==> src/rtl/simd_pkg.sv <==
// -----------------------------------------------------------------------------
// simd_pkg
//
// Shared definitions for the SIMD dispatch slice:
//   - opcode encoding of the 16-bit instruction word
//   - bit positions of the opcode / rd / rs1 / rs2 fields
//   - dispatcher state encoding
//   - small decode helper used by the dispatcher
//
// Instruction word layout:
//   [15:14] opcode   [13:11] rd   [10:8] rs1   [7:5] rs2   [4:0] ignored
// -----------------------------------------------------------------------------
package simd_pkg;

    localparam int INSTR_W   = 16;
    localparam int REG_IDX_W = 3;
    localparam int OPC_W     = 2;

    // Least-significant bit of each instruction field.
    localparam int OPC_LSB = 14;
    localparam int RD_LSB  = 11;
    localparam int RS1_LSB = 8;
    localparam int RS2_LSB = 5;

    typedef enum logic [OPC_W-1:0] {
        OP_ADD  = 2'b00,
        OP_MUL  = 2'b01,
        OP_RSVD = 2'b10,
        OP_NOP  = 2'b11
    } opcode_t;

    typedef enum logic {
        IDLE = 1'b0,
        EXEC = 1'b1
    } dispatch_state_t;

    // Only ADD and MUL produce a result worth keeping; the reserved
    // opcode behaves exactly like NOP.
    function automatic logic writes_back(input opcode_t op);
        return (op == OP_ADD) || (op == OP_MUL);
    endfunction

endpackage

==> src/rtl/simd_vreg_file.sv <==
// -----------------------------------------------------------------------------
// simd_vreg_file
//
// NUM_REGS x (32*LANES)-bit vector register file, all entries cleared on reset.
//
// Ports:
//   clk, reset            clock, synchronous active-low reset
//   wb_en/wb_addr/wb_data  retirement write port (wins over the host port)
//   host_en/host_addr/host_data  host preload write port
//   rd_addr_a/rd_data_a    operand read port A, bypasses the same-cycle write
//   rd_addr_b/rd_data_b    operand read port B, bypasses the same-cycle write
//   dbg_addr/dbg_data      debug read port, raw storage (no bypass)
// -----------------------------------------------------------------------------
module simd_vreg_file
    import simd_pkg::*;
#(
    parameter int LANES    = 4,
    parameter int NUM_REGS = 8
) (
    input  logic                   clk,
    input  logic                   reset,
    input  logic                   wb_en,
    input  logic [REG_IDX_W-1:0]   wb_addr,
    input  logic [32*LANES-1:0]    wb_data,
    input  logic                   host_en,
    input  logic [REG_IDX_W-1:0]   host_addr,
    input  logic [32*LANES-1:0]    host_data,
    input  logic [REG_IDX_W-1:0]   rd_addr_a,
    output logic [32*LANES-1:0]    rd_data_a,
    input  logic [REG_IDX_W-1:0]   rd_addr_b,
    output logic [32*LANES-1:0]    rd_data_b,
    input  logic [REG_IDX_W-1:0]   dbg_addr,
    output logic [32*LANES-1:0]    dbg_data
);

    localparam int W = 32 * LANES;

    logic [W-1:0]           regs [NUM_REGS];
    logic                   wr_en;
    logic [REG_IDX_W-1:0]   wr_addr;
    logic [W-1:0]           wr_data;

    // Writeback and host writes are mutually exclusive by construction
    // (host writes only land in IDLE, writeback only in EXEC); the priority
    // just makes the mux well defined.
    always_comb begin
        wr_en   = wb_en | host_en;
        wr_addr = wb_en ? wb_addr : host_addr;
        wr_data = wb_en ? wb_data : host_data;
    end

    // NOTE: the storage array is reset element by element because software
    // relies on every register reading 0 after reset; this is a flop array,
    // not a RAM macro, so a reset is legal here.
    always_ff @(posedge clk) begin
        if (!reset) begin
            for (int i = 0; i < NUM_REGS; i++) begin
                regs[i] <= '0;
            end
        end else if (wr_en) begin
            // NOTE: non-blocking assignment keeps every flop updating from
            // pre-edge values, so readers in other processes never race.
            regs[wr_addr] <= wr_data;
        end
    end

    // Operand ports see a write landing on the same edge, so a host preload
    // that coincides with an instruction accept feeds the new value.
    assign rd_data_a = (wr_en && (wr_addr == rd_addr_a)) ? wr_data : regs[rd_addr_a];
    assign rd_data_b = (wr_en && (wr_addr == rd_addr_b)) ? wr_data : regs[rd_addr_b];

    // Debug view shows committed state only.
    assign dbg_data = regs[dbg_addr];

endmodule

==> src/rtl/simd_dispatch_unit.sv <==
// -----------------------------------------------------------------------------
// simd_dispatch_unit
//
// Issue stage in front of simd_gpu_core. Accepts one instruction at a time,
// reads its two vector operands, holds them stable on the core inputs for
// ALU_LATENCY+1 cycles, then writes core_result back to rd and pulses retire.
//
// Ports:
//   clk, reset                   clock, synchronous active-low reset
//   instr_valid/instr_ready/instr  upstream instruction handshake
//   wr_en/wr_addr/wr_data        host preload (honoured only while IDLE)
//   dbg_addr/dbg_data            combinational register read-back
//   core_instruction, core_src_a, core_src_b   held inputs to the core
//   core_result                  core output, captured at retirement
//   busy                         instruction in flight
//   retire_valid/retire_rd       one-cycle retirement pulse and its rd
//
// ALU_LATENCY must lie in 0..15 (4-bit latency counter).
// -----------------------------------------------------------------------------
module simd_dispatch_unit
    import simd_pkg::*;
#(
    parameter int LANES       = 4,
    parameter int NUM_REGS    = 8,
    parameter int ALU_LATENCY = 1
) (
    input  logic                   clk,
    input  logic                   reset,
    input  logic                   instr_valid,
    output logic                   instr_ready,
    input  logic [INSTR_W-1:0]     instr,
    input  logic                   wr_en,
    input  logic [REG_IDX_W-1:0]   wr_addr,
    input  logic [32*LANES-1:0]    wr_data,
    input  logic [REG_IDX_W-1:0]   dbg_addr,
    output logic [32*LANES-1:0]    dbg_data,
    output logic [INSTR_W-1:0]     core_instruction,
    output logic [32*LANES-1:0]    core_src_a,
    output logic [32*LANES-1:0]    core_src_b,
    input  logic [32*LANES-1:0]    core_result,
    output logic                   busy,
    output logic                   retire_valid,
    output logic [REG_IDX_W-1:0]   retire_rd
);

    localparam int W = 32 * LANES;

    dispatch_state_t        state_q, state_d;
    logic [3:0]             cnt_q, cnt_d;
    logic                   accept;
    logic                   retire;
    logic                   host_en;
    logic                   wb_en;
    logic [W-1:0]           rf_src_a;
    logic [W-1:0]           rf_src_b;
    logic [REG_IDX_W-1:0]   cur_rd;
    opcode_t                cur_op;

    // Fields of the in-flight instruction come from the held copy, so they
    // stay valid for the whole EXEC window.
    assign cur_rd = core_instruction[RD_LSB +: REG_IDX_W];
    assign cur_op = opcode_t'(core_instruction[OPC_LSB +: OPC_W]);

    // ------------------------------------------------------------------
    // Next-state / output logic
    // ------------------------------------------------------------------
    always_comb begin
        // NOTE: every signal written here gets a default first, so no path
        // through the case leaves one unassigned and no latch is inferred.
        state_d     = state_q;
        cnt_d       = cnt_q;
        instr_ready = 1'b0;
        busy        = 1'b0;
        accept      = 1'b0;
        retire      = 1'b0;

        unique case (state_q)
            IDLE: begin
                // Gating with reset keeps ready low while reset is held.
                instr_ready = reset;
                accept      = instr_valid && reset;
                if (accept) begin
                    state_d = EXEC;
                    cnt_d   = 4'(ALU_LATENCY);
                end
            end
            EXEC: begin
                busy = 1'b1;
                if (cnt_q == 4'd0) begin
                    // An instruction caught by reset in its last cycle is
                    // aborted, so the pulse is suppressed as well.
                    retire  = reset;
                    state_d = IDLE;
                end else begin
                    cnt_d = cnt_q - 4'd1;
                end
            end
            default: state_d = IDLE;
        endcase
    end

    assign retire_valid = retire;
    assign retire_rd    = retire ? cur_rd : '0;
    assign host_en      = wr_en && (state_q == IDLE);
    assign wb_en        = retire && writes_back(cur_op);

    // ------------------------------------------------------------------
    // State register and held core inputs
    // ------------------------------------------------------------------
    always_ff @(posedge clk) begin
        if (!reset) begin
            state_q          <= IDLE;
            cnt_q            <= '0;
            core_instruction <= '0;
            core_src_a       <= '0;
            core_src_b       <= '0;
        end else begin
            state_q <= state_d;
            cnt_q   <= cnt_d;
            if (accept) begin
                core_instruction <= instr;
                core_src_a       <= rf_src_a;
                core_src_b       <= rf_src_b;
            end
        end
    end

    simd_vreg_file #(
        .LANES    (LANES),
        .NUM_REGS (NUM_REGS)
    ) u_vreg_file (
        .clk       (clk),
        .reset     (reset),
        .wb_en     (wb_en),
        .wb_addr   (cur_rd),
        .wb_data   (core_result),
        .host_en   (host_en),
        .host_addr (wr_addr),
        .host_data (wr_data),
        .rd_addr_a (instr[RS1_LSB +: REG_IDX_W]),
        .rd_data_a (rf_src_a),
        .rd_addr_b (instr[RS2_LSB +: REG_IDX_W]),
        .rd_data_b (rf_src_b),
        .dbg_addr  (dbg_addr),
        .dbg_data  (dbg_data)
    );

endmodule
==> config.mk <==
export PLATFORM = sky130hd
export DESIGN_NAME = simd_dispatch_unit
export DESIGN_NICKNAME = d
export VERILOG_FILES = /design/src/rtl/simd_pkg.sv /design/src/rtl/simd_vreg_file.sv /design/src/rtl/simd_dispatch_unit.sv
export SDC_FILE = /design/constraint.sdc
export NUM_CORES = 2
export LEC_CHECK = 0
export BUFFER_PORTS_ARGS = -buffer_cell sky130_fd_sc_hd__buf_4
export CAP_MARGIN = 15
export CELL_PAD_IN_SITES_DETAIL_PLACEMENT = 1
export CELL_PAD_IN_SITES_GLOBAL_PLACEMENT = 2
export CORE_AREA = 2 2 437 547
export DETAILED_ROUTE_END_ITERATION = 12
export DIE_AREA = 0 0 439 549
export PLACE_DENSITY = 0.68
export SYNTH_ARGS = -nofsm -noshare
export SYNTH_HDL_FRONTEND = slang
export SYNTH_SLANG_ARGS = --single-unit
==> constraint.sdc <==
create_clock -name clk -period 16.1 [get_ports clk]
set_input_delay 3.22 -clock clk [delete_from_list [all_inputs] [get_ports clk]]
set_output_delay 3.22 -clock clk [all_outputs]
set_load 0.01 [all_outputs]
# [Word-level counts from Yosys, hierarchy flattened]
# Memory sizes are Yosys's and may differ from the RTL's. A register that Yosys moved wholly into a read port is not among the register bits.
# Index checks and enable logic that the tools add are counted.
[word_totals] word_cells=41 reg_bits=21 memories=1 mem_bits_rw=1024
[classes] bitwise=2 n_reduce_logical=10 n_addsub=1 n_mux=21 n_eq_ne=3
[memory_table] name="u_vreg_file.regs" words=8 width=128 read_ports=3 rd_clocked_by_memory_dff=2 write_ports=8 line="simd_vreg_file.sv:38" rtl="logic [W-1:0] regs [NUM_REGS];"
[op_table] op="$mux 128" n=2
[op_table] op="$reduce_or 128->1" n=1
[op_table] op="$mux 1" n=12
[op_table] op="$mux 3" n=3
[op_table] op="$mux 4" n=2
[op_table] op="$pmux 4 s2" n=1
[op_table] op="$logic_not 4->1" n=1
[op_table] op="$ne 2x2->1 const B" n=2
[op_table] op="$sub 4x1->4 const B" n=1
[op_table] op="$logic_and 1x1->1" n=3
[op_table] op="$eq 2x1->1 const B" n=1
[op_table] op="$logic_not 1->1" n=2
[op_table] op="$logic_not 2->1" n=1
[op_table] op="$pmux 1 s2" n=1
[op_table] op="$reduce_and 2->1" n=1
[op_table] op="$logic_or 1x1->1" n=1
[op_table] op="$not 1->1" n=1
[op_table] op="$or 1x1->1" n=1

# [Logic depth before layout (Yosys ltp)]
[logic_depth] word_depth=10 mapped_depth=12 depth_no_buf=7

# [Cells and area by module]
# Synthesis repeated with hierarchy kept, for this count alone.
[unflattened] cells_unflattened=4647 area_unflattened_um2=70390.0
[modules_own_cells] module="simd_vreg_file" instances=1 area_each_um2=61863.1 seq_area_each_um2=30749.5 cells_each=4005
[modules_own_cells] module="simd_dispatch_unit" instances=1 area_each_um2=8526.9 seq_area_each_um2=5545.3 cells_each=642

# [Worst setup path after synthesis]
# OpenSTA, ideal clock, no wires.
[synth_path] path_kind="input port to output port" from="input dbg_addr[0]" to="output dbg_data[100]" n_path_buf=3 path_stages=5 t_arrival_ns=4.999 path_slack_ns=7.881 cell_sequence="clkbuf_1 buf_2 buf_1 mux4_2 mux2_2"
[synth_via] elab_chain_len=1
[synth_lines] item="from (decl)" line="simd_dispatch_unit.sv:35" rtl="input logic [REG_IDX_W-1:0] dbg_addr,"
[synth_lines] item="$mem_v2 8x128"
[synth_lines] item="to (decl)" line="simd_dispatch_unit.sv:36" rtl="output logic [32*LANES-1:0] dbg_data,"
# Every way passes these cells.

# [Worst setup path after layout]
[layout_path] from="input dbg_addr[0]" to="output dbg_data[81]"
# Same word-level chain as after synthesis.

==> qor.csv <==
stage;metric;value;unit
outcome;result_of_the_run;finished clean;
layout;finish.cell_count_without_fillers;8628;
placement;port-buffer-count;687;
worst_setup_path;timing_worst_setup_path_type;input pin to output port;
worst_hold_path;timing.hold.worst_path_depth;2;
routing;route.detailed.vias_per_inst;5.74;
layout;drive_gt1_share;36.0;%
layout;nNetsFinal;5660;
clock_network;post_cts_buffers;0;
worst_setup_path;rr_endpoint;u_vreg_file.regs[5][91];
sta;clock_period_minus_worst_slack;9820;ps
sta;max_slew_margin;16.3;%
worst_setup_path;worst_ep_arrival_time;6600;ps
synth;yosys.area.top_type;sky130_fd_sc_hd__edfxtp_1;
worst_setup_path;cp-end-kind;output port;
synth;post_synth.cell_area_avg;14.5;µm²
clock_network;tritoncts;yes;
sta;rsz0062_at_grt;false;
worst_setup_path;r2r.worst_path.cells;11;
grt;grt_max_degree;136;
floorplan;die_w;439;µm
synth;synth.yosys.seq_area_share;51.5;%
worst_setup_path;critical_path.startpoint_type;input pin;
floorplan;boundaryPins;688;
floorplan;chipHeight;549;µm
placement;place_hpwl;159000;µm
worst_setup_path;r2r-start;cnt_q[0];
clock_network;clk_transition_reported_paths;50;ps
worst_hold_path;origin_of_the_worst_min_delay_path;core_instruction[10];
synth;syn-instance-count;4862;
grt;grt_pass1_vias;52661;
floorplan;placementRows;200;
layout;final_core_utilization;35.6;%
grt;antenna_found_initial;2;
floorplan;start_util;29.8;%
grt;globalRouteTotalUtil;21.9;%
clock_network;cts.hold.buffers_added;0;
routing;residual_antenna_violating_net_count_after_detailed_routing;0;
synth;mappedNetlistNets;5145;
sta;fin_crit_sh;61.0;%
power_and_ir_drop;vdd.ir_drop.worst;67.7;µV
routing;drt-pass1-iter-count;6;
grt;global_route_wire_length_before_repair;385000;µm
routing;drt_iter0_drc;4604;
worst_hold_path;holdCritPathClass;register to register;
clock_network;cts_htree_levels;4;
power_and_ir_drop;static-leakage-power;31.4;nW
sta;setup_violators_final;0;
sta;final-max-slew-violation-count;0;
sta;fin_setup_tns;0;ps
synth;synth_top_cell_area_share;43.7;%
routing;detailroute.via_count;49551;
clock_network;tritoncts.num_buffers;157;
synth;synth_top_cells_by_area;sky130_fd_sc_hd__edfxtp_1 44%, sky130_fd_sc_hd__mux4_2 25%, sky130_fd_sc_hd__dfxtp_1 7.9%;
worst_setup_path;data_required_time_at_the_worst_endpoint;12880;ps
clock_network;clock_sinks;1301;
routing;remaining_drc_errors;0;
sta;fmaxAchievable;102;MHz
routing;drt-total-wl;271000;µm
clock_network;cts_root_buf;sky130_fd_sc_hd__clkbuf_16;
layout;area_growth_syn_to_layout;19.4;%
clock_network;worst_skew_pair_later_pin_latency;870;ps
placement;globalplace.congestion;0.766;
routing;route.detailed.wl_per_inst;31.5;µm
clock_network;cts.path.max_buffers;4;
run;timing.max_cap.violations;0;
worst_hold_path;min_to;core_instruction[10];
sta;worst_clock_skew;64.3;ps
worst_setup_path;r2r_slack;10520;ps
synth;synth.ff_latch_count;1301;
sta;final-hold-violation-count;0;
power_and_ir_drop;p_per_area;106;nW/µm²
clock_network;ctsResizeCount;0;
floorplan;die_area;241000;µm²
floorplan;core;236000;µm²
worst_setup_path;critPathMaxFanout;93;
synth;synth.distinct_cells;38;
synth;syn_area;70400;µm²
placement;placedCellCount;8343;
synth;ys.warnings.count;0;
sta;worstMarginPinSlew;1260;ps
grt;overflow;0;
## critical path, cell delays in order
cell and delay [ps]:
sky130_fd_sc_hd__buf_8 390, sky130_fd_sc_hd__buf_12 580, sky130_fd_sc_hd__buf_4 900, sky130_fd_sc_hd__mux4_2 610
sky130_fd_sc_hd__mux2_2 350, sky130_fd_sc_hd__buf_4 160
## state kept, by name, indices dropped and copies added (netlist names)
register          flops
core_src_a          128
cnt_q                 4
state_q               1
core_src_b          128
u_vreg_file.regs   1024
core_instruction     16
## report_power, final
part | switching (mW) | internal [mW] | leakage [nW]
combinational | 0.746 | 0.613 | 16.0
clock | 1.51 | 2.11 | 2.45
sequential | 0.130 | 3.81 | 12.9
## layout by cell type (no fill, tap or decap), drive strengths merged
master    instances
ha                1
a21oi             4
xnor2             5
or2               1
nor3              3
a2111oi           1
nor2           1158
o22a              4
bufinv           14
or3b              1
buf             840
nor2b             4
nand4b            1
o2111a            1
o21ai            22
dfxtp           277
mux2i           512
mux2            128
edfxtp         1024
nand2            45
clkbuf          210
a221o           128
a41oi             1
diode             1
mux4            768
nand4bb           1
clkinv           41
inv              10
a22o            128
and2              5
and3b             1
nand2b            4
xor2              6
nand3b            2
nand3             5
nor4            132
clkinvlp          8
## how the worst max path moves through the flow
stage                      startpoint       endpoint  slack, ps  cells past startpoint
after floorplan           dbg_addr[0]  dbg_data[100]       7880                      5
after global routing      dbg_addr[0]   dbg_data[81]       6020                      6
after detailed placement  dbg_addr[0]   dbg_data[77]       6170                      6
after global placement    dbg_addr[0]   dbg_data[81]       6230                      6
final                     dbg_addr[0]   dbg_data[81]       6280                      6
after CTS                 dbg_addr[0]   dbg_data[77]       6160                      6
## final cells by class
type | count | area (µm²)
Clock inverter | 68 | 744
Antenna cell | 1 | 2.50
Multi-Input combinational cell | 3072 | 32300
Clock buffer | 210 | 4310
Inverter | 5 | 18.8
Tap cell | 3131 | 3920
Timing Repair Buffer | 840 | 6490
Fill cell | 24616 | 152000
Sequential cell | 1301 | 36300
## cell usage after synthesis
library cell / n
sky130_fd_sc_hd__a221o_1: 128
sky130_fd_sc_hd__a22o_1: 128
sky130_fd_sc_hd__nor3_1: 3
sky130_fd_sc_hd__nand2_1: 45
sky130_fd_sc_hd__nand3b_1: 2
sky130_fd_sc_hd__nor4_1: 132
sky130_fd_sc_hd__a21oi_1: 4
sky130_fd_sc_hd__buf_1: 39
sky130_fd_sc_hd__nand4bb_1: 1
sky130_fd_sc_hd__buf_2: 139
sky130_fd_sc_hd__inv_1: 5
sky130_fd_sc_hd__nor2_4: 1
sky130_fd_sc_hd__clkbuf_1: 297
sky130_fd_sc_hd__edfxtp_1: 1024
sky130_fd_sc_hd__nand4b_1: 1
sky130_fd_sc_hd__dfxtp_1: 277
sky130_fd_sc_hd__and2_1: 5
sky130_fd_sc_hd__a2111oi_1: 1
sky130_fd_sc_hd__o21ai_1: 1
sky130_fd_sc_hd__nand3_1: 5
sky130_fd_sc_hd__nor2_1: 1157
sky130_fd_sc_hd__o2111a_1: 1
sky130_fd_sc_hd__nand2b_1: 4
sky130_fd_sc_hd__mux2i_1: 512
sky130_fd_sc_hd__mux2_2: 128
sky130_fd_sc_hd__a41oi_1: 1
sky130_fd_sc_hd__buf_6: 1
sky130_fd_sc_hd__nor2b_1: 4
sky130_fd_sc_hd__and3b_1: 1
sky130_fd_sc_hd__buf_4: 8
sky130_fd_sc_hd__ha_1: 1
sky130_fd_sc_hd__o21ai_0: 21
sky130_fd_sc_hd__or3b_1: 1
sky130_fd_sc_hd__xnor2_1: 5
sky130_fd_sc_hd__o22a_1: 4
sky130_fd_sc_hd__mux4_2: 768
sky130_fd_sc_hd__xor2_1: 6
sky130_fd_sc_hd__or2_1: 1
## cell families after synthesis
| family | after synthesis | share of synthesized area [%] |
|---|---|---|
| XOR/XNOR | 11 | 0.137 |
| AND/OR/NAND/NOR | 1363 | 7.85 |
| buffers and inverters | 489 | 2.91 |
| multiplexers | 1408 | 33.9 |
| adder cells (fa/ha/maj) | 1 | 0.0178 |
| AO/OA/AOI/OAI | 289 | 3.69 |
| flip-flops | 1301 | 51.5 |
## routing by layer
metal | up-vias | GRT usage (%) | share of wire [%] | routed length, µm
met2 | 1957 | 38.9 | 51 | 139000
met3 | 413 | 2.50 | 5.6 | 15200
met1 | 26863 | 27.8 | 40 | 109000
met5 | - | 0 | 0 | 0
met4 | 0 | 6.91 | 3.1 | 8400
li1 | 20318 | - | - | -
## stage by stage
stage	setup WS, ps	area [µm²]	hold WS (ps)	power (mW)
finish	6280	84100	465	8.91
global route	6020	84100	484	9.19
CTS	6160	84000	466	9.00
detailed placement	6170	79000	459	5.38
global placement	6230	79000	446	5.35
floorplan	7880	70400	478	4.77
Power figures use the tool's default switching activity.
